<file path="src/rtl/uart_tx.sv">
// UART transmitter: start bit, MSB-first data, optional even parity, stop bits.
// Bit timing from an internal baud divider; Tx is driven from a register.
module uart_tx #(
    parameter int SYSCLK_RATE  = 100000000,
    parameter int BAUD_RATE    = 9600,
    parameter int CLKS_PER_BIT = SYSCLK_RATE / BAUD_RATE,
    parameter int DATA_BITS    = 8,
    parameter int PARITY_BIT   = 1,
    parameter int STOP_BITS    = 2
) (
    input  logic                 SysClk,
    input  logic                 Rst,
    input  logic [DATA_BITS-1:0] Tx_Data,
    input  logic                 Transmit_Start,
    input  logic                 CTS,
    output logic                 Tx,
    output logic                 Tx_Busy,
    output logic                 Tx_Done
);

    localparam int CNT_W = $clog2(CLKS_PER_BIT);

    typedef enum logic [2:0] {
        IDLE,
        START,
        DATA,
        PARITY,
        STOP
    } state_t;

    state_t               state;
    state_t               state_next;
    logic [CNT_W-1:0]     baud_cnt;
    logic [CNT_W-1:0]     baud_next;
    logic [3:0]           bit_cnt;
    logic [3:0]           bit_next;
    logic [DATA_BITS-1:0] shreg;
    logic [DATA_BITS-1:0] shreg_next;
    logic                 par;
    logic                 par_next;
    logic                 tx_next;
    logic                 busy_next;
    logic                 done_next;
    logic                 wrap;
    logic                 accept;
    logic                 last_data;
    logic                 last_stop;

    assign wrap      = baud_cnt == CNT_W'(CLKS_PER_BIT - 1);
    assign accept    = (state == IDLE) && Transmit_Start && CTS;
    assign last_data = bit_cnt == 4'(DATA_BITS - 1);
    assign last_stop = bit_cnt == 4'(STOP_BITS - 1);

    // State register
    always_ff @(posedge SysClk or posedge Rst) begin
        if (Rst) state <= IDLE;
        else     state <= state_next;
    end

    // Next-state logic: every advance happens on a baud wrap
    always_comb begin
        state_next = state;
        unique case (state)
            IDLE:    if (accept) state_next = START;
            START:   if (wrap) state_next = DATA;
            DATA:    if (wrap && last_data)
                         state_next = (PARITY_BIT != 0) ? PARITY : STOP;
            PARITY:  if (wrap) state_next = STOP;
            STOP:    if (wrap && last_stop) state_next = IDLE;
            default: state_next = IDLE;
        endcase
    end

    // Counter, shift register and parity next values
    always_comb begin
        baud_next  = (state == IDLE || wrap) ? '0 : baud_cnt + 1'b1;
        if (state_next != state) bit_next = '0;
        else if (wrap)           bit_next = bit_cnt + 1'b1;
        else                     bit_next = bit_cnt;
        shreg_next = shreg;
        par_next   = par;
        if (accept) begin
            shreg_next = Tx_Data;
            par_next   = ^Tx_Data;
        end else if (state == DATA && wrap) begin
            shreg_next = shreg << 1;
        end
    end

    // Output next values, derived from where the FSM is heading
    always_comb begin
        tx_next = 1'b1;
        unique case (state_next)
            IDLE:    tx_next = 1'b1;
            START:   tx_next = 1'b0;
            DATA:    tx_next = shreg_next[DATA_BITS-1];
            PARITY:  tx_next = par_next;
            STOP:    tx_next = 1'b1;
            default: tx_next = 1'b1;
        endcase
        busy_next = state_next != IDLE;
        done_next = (state == STOP) && (state_next == IDLE);
    end

    // Datapath and registered outputs
    always_ff @(posedge SysClk or posedge Rst) begin
        if (Rst) begin
            baud_cnt <= '0;
            bit_cnt  <= '0;
            shreg    <= '0;
            par      <= 1'b0;
            Tx       <= 1'b1;
            Tx_Busy  <= 1'b0;
            Tx_Done  <= 1'b0;
        end else begin
            baud_cnt <= baud_next;
            bit_cnt  <= bit_next;
            shreg    <= shreg_next;
            par      <= par_next;
            Tx       <= tx_next;
            Tx_Busy  <= busy_next;
            Tx_Done  <= done_next;
        end
    end

endmodule

</file>
<file path="config.mk">
export PLATFORM = sky130hd
export DESIGN_NAME = uart_tx
export DESIGN_NICKNAME = d
export VERILOG_FILES = /design/src/rtl/uart_tx.sv
export SDC_FILE = /design/constraint.sdc
export NUM_CORES = 1
export LEC_CHECK = 0
export CAP_MARGIN = 20
export CORE_MARGIN = 1
export CORE_UTILIZATION = 50
export CTS_CLUSTER_SIZE = 28
export DETAILED_ROUTE_END_ITERATION = 10
export PLACE_DENSITY = 0.83
export SETUP_SLACK_MARGIN = 0.2
export SYNTH_ARGS = -nofsm -noshare
export SYNTH_HDL_FRONTEND = slang
export SYNTH_SLANG_ARGS = --single-unit
</file>
<file path="constraint.sdc">
create_clock -name SysClk -period 1.86 [get_ports SysClk]
set_clock_uncertainty 0.05 [all_clocks]
set_input_delay 0.372 -clock SysClk [delete_from_list [all_inputs] [get_ports SysClk]]
set_output_delay 0.372 -clock SysClk [all_outputs]
set_load 0.01 [all_outputs]
</file>
; ---- After elaboration in Yosys (flattened, before gate mapping)
; Index checks and enable logic that the tools add are counted.
[op_classes]
add_sub_neg = 2
eq_ne = 11
muxes = 13
n_reduce_logical = 13
[ops]
columns = op, n
row1 = $mux 8, 2
row2 = $mux 3, 5
row3 = $pmux 3 s5, 1
row4 = $add 14x1->14 const B, 1
row5 = $eq 14x14->1 const B, 1
row6 = $mux 14, 1
row7 = $eq 3x2->1 const B, 4
row8 = $mux 4, 2
row9 = $reduce_xor 8->1, 1
row10 = $eq 3x1->1 const B, 2
row11 = $logic_and 1x1->1, 6
row12 = $logic_not 3->1, 2
row13 = $add 4x1->4 const B, 1
row14 = $eq 4x1->1 const B, 1
row15 = $eq 4x3->1 const B, 1
row16 = $reduce_bool 2->1, 2
row17 = $eq 3x3->1 const B, 1
row18 = $ne 3x3->1, 1
row19 = $pmux 1 s3, 1
row20 = $reduce_bool 3->1, 1
row21 = $logic_or 1x1->1, 1
row22 = $mux 1, 1
[word_totals]
register_bits = 33
inputBits = 12
word_cells = 48

; ---- Longest topological paths before layout
[logic_depth]
depth_word = 7
depth_mapped = 9
depth_no_buf = 7

; ---- Least setup slack after synthesis
; No wires, ideal clock.
[synth_timing]
kind = flip-flop to flip-flop
start = register baud_cnt[0]
end = register Tx
setup_time_ns = 0.075
t_arrival_ns = 1.824
t_required_ns = 1.735
setup_slack_ns = -0.089
stages_incl_launch_ff = 10
synth_period_minus_slack_ns = 1.949
path_cell_list = dfrtp_1 -> ha_1 -> and4_4 -> and4_4 -> buf_6 -> and3_4 -> buf_8 -> a21oi_4 -> nor2b_4 -> mux2i_1
[synth_via]
elab_chain_cells = 6
word_cells_on_any_way = 15
classes_between = eq/ne (4) / mux (8) / reduce/logical (3)
[synth_lines]
columns = element, line
row1 = "start, declared", 33  ; logic [CNT_W-1:0] baud_cnt;
row2 = "start signal, assigned", 116  ; baud_cnt <= baud_next;
row3 = $eq 14x14->1 *, 49  ; assign wrap = baud_cnt == CNT_W'(CLKS_PER_BIT - 1);
row4 = $logic_and 1x1->1 (on tied branches), "69, 66"
row5 = $mux 3 (on tied branches), "69, 66"
row6 = $pmux 3 s5, 63  ; unique case (state)
row7 = $eq 3x2->1 or $eq 3x1->1 (tied branches), 93  ; unique case (state_next)
row8 = $pmux 1 s3 *, 93
row9 = named net tx_next, 41  ; logic tx_next;
row10 = "end signal, assigned", 120  ; Tx <= tx_next;
row11 = "end, declared", 16  ; output logic Tx,
; The timed path passes the listed nets; every way through them passes the cells marked *. The select of a mux whose other input is x is not followed.
; A chain may end at the register's enable or synchronous reset.

; ---- Worst setup path after layout
; Same ends and word-level chain as after synthesis.

==> run metrics <==
max-slew violation total from the final report=0; hold slack=0.3598 ns; Tcrit/Tclk final=96.42%; Yosys top cell area share=46.28%; Final Util=67.44%; worst path cell trace=ha_2 > and4_4 > and4_4 > and3_4 > a21oi_4 > nor2b_4 > mux2i_1; P per Cell Area=865.7 nW/um^2; number of enable flip-flop cells after synthesis=0; yosys warns=0; H-tree levels=2; # diodes=0; Hold Buf Count CTS=0; CP max stage delay=0.40 ns; residual DRC count=0; clk buf depth=2; top cells by area, synth=dfrtp_1, nor2_1, xnor2_1; dpl ws=-0.04867 ns; distinct cell type count after synthesis=39; most frequent cells in the layout=dfrtp_1, nor2_1, nand2_1; # IOs=15; Setup CP Type=flip-flop to flip-flop; RR Endpoint=Tx; Port-buffer cells=14; reg-to-reg startpoint=baud_cnt[0]; Fin Setup TNS=0 ns; min cycle time layout=1.793 ns; Crit. End Element=flip-flop; setup ws final=0.06663 ns; ys async rst share=100.0%; initial antenna violation count=0; crit-path max FO=5; slowest CP cell=dfrtp_1; Inst Count DP=233; CP startpoint kind=flip-flop; final wirelength=3590 um; flop2flop setup slack=0.07 ns; Yosys reg bits=33; commonest non-fill, non-tap cell in the layout=dfrtp_1; synthesized area=1730 um^2; CTS sink cnt=33; Mapped Nets=188; Setup violations, final=0; Fmax=0.5576 GHz; Die Y=60.83 um; Die Footprint=3700 um^2; TritonCTS clock tree=done; area delta synth->final=23.86%; worst path required time=2.07 ns; 1st-iter DRT viols=55; Starting Density=54.45%; leakage=0.9409 nW; Slew HR=72.94%; largest net degree at the start of global routing=34; Peak supply drop=0.6935 mV; GR Overflow Total=0; Mean Syn Cell Area=10.00 um^2; CORE AREA=3178 um^2; vias in the first global route=1283; Placer Congestion=0.7948; CTS Buf Count=5; status=complete, no violations; slew at the pin with the worst max-slew slack=0.4059 ns; RSZ-0062 raised after global routing=true; share of layout cells above drive strength 1=21.15%; CP endpoint=Tx; Initial DRT Pass Iterations=4; Global Route Usage Sum=21.22%; Worst Setup SP=baud_cnt[0]; Chip Width=60.83 um; Worst EP arrival=2.01 ns; dominant cell type by area after synthesis=dfrtp_1; Rows=20; routed vias=1374; Main synth FF type=dfrtp_1; number of max-cap violations=0; Vias per Instance=5.452; Post-Synthesis Cells=173; Worst-path clk slew=0.09 ns; Routed WL per cell=14.25 um; cell mode on critical path=and4_4; fin cells=252; first-pass GRT wire length=5602 um; Hold Fails Final Rpt=0; Root Buffer=clkbuf_4; clock latency on the worst-skew pair=0.34 ns; Detail Route Antenna Nets=0; min-delay worst type=input port to asynchronous set/reset pin; Seq/Total Area, Yosys=47.79%; fin nets=222; reg2reg path depth=7; DP HPWL=2356 um
==> state kept, by name (all words and copies together), names as in the netlist <==
| name | count |
|---|---|
| bit_cnt | 4 |
| state | 3 |
| shreg | 8 |
| par | 1 |
| baud_cnt | 14 |
| Tx_Busy | 1 |
| Tx_Done | 1 |
| Tx | 1 |
==> how the worst min path moves through the flow <==
stage	cells past startpoint	to	start	slack, ns
global placement	2	baud_cnt[0]	baud_cnt[0]	0.48
CTS	3	baud_cnt[0]	Rst	0.37
floorplan	1	baud_cnt[0]	baud_cnt[0]	0.41
finish	3	baud_cnt[0]	Rst	0.36
global route	3	shreg[0]	Rst	0.42
detailed placement	2	shreg[6]	shreg[6]	0.49
==> worst max-delay path: cells and delay by family (launching register included) <==
family	cells	cell delay, ns
AND/OR/NAND/NOR	4	0.68
flip-flops	1	0.40
adder cells (fa/ha/maj)	1	0.19
AO/OA/AOI/OAI	1	0.21
multiplexers	1	0.19
==> repair_timing <==
action,4_1_cts,5_1_grt
gates cloned,1,1
buffers inserted,7,2
gates resized for setup,4,16
pin swaps,6,5
setup endpoints to repair,30,31
==> logic make-up after synthesis <==
kind of cell,Yosys count,share of synthesized area [%]
AND/OR/NAND/NOR,71,22.20
flip-flops,33,47.80
XOR/XNOR,18,9.111
adder cells (fa/ha/maj),3,2.169
AO/OA/AOI/OAI,28,10.63
multiplexers,7,4.049
buffers and inverters,13,4.049
==> per-layer routing <==
metal	track usage, %	part of all wire, %	up-vias
met4	9.416	2.2	0
met1	25.14	43	679
met2	35.48	52	21
met5	0	0	-
li1	-	-	663
met3	6.610	3.2	11
==> synth_stat cells (3+ instances only) <==
| master | instances |
|---|---|
| dfrtp_1 | 32 |
| nor2_1 | 22 |
| nand2_1 | 19 |
| xnor2_1 | 9 |
| xor2_1 | 9 |
| mux2i_1 | 7 |
| a21oi_1 | 6 |
| inv_1 | 6 |
| o21ai_1 | 6 |
| nand4_1 | 5 |
| o21ai_0 | 5 |
| nand3_1 | 4 |
| clkbuf_1 | 3 |
| ha_1 | 3 |
| or3_1 | 3 |
==> per-stage QoR <==
stage / power, mW / instance area (um^2)
6_report: 1.855 / 2143
5_1_grt: 1.967 / 2143
4_1_cts: 1.828 / 2076
3_5_place_dp: 1.426 / 1948
3_3_place_gp: 1.387 / 1948
2_1_floorplan: 1.270 / 1734
==> layout make-up <==
| class | count | area, um^2 |
|---|---|---|
| Clock buffer | 8 | 48.80 |
| Fill cell | 248 | 1035 |
| Inverter | 6 | 22.52 |
| Multi-Input combinational cell | 128 | 879.6 |
| Sequential cell | 33 | 827.0 |
| Tap cell | 44 | 55.05 |
| Timing Repair Buffer | 33 | 310.3 |
==> power by group <==
part           switching [mW]  total [mW]  internal [mW]
clock                   0.221       0.372          0.150
sequential              0.107       0.985          0.878
combinational           0.249       0.499          0.250
(Power assumes the default switching activity.)
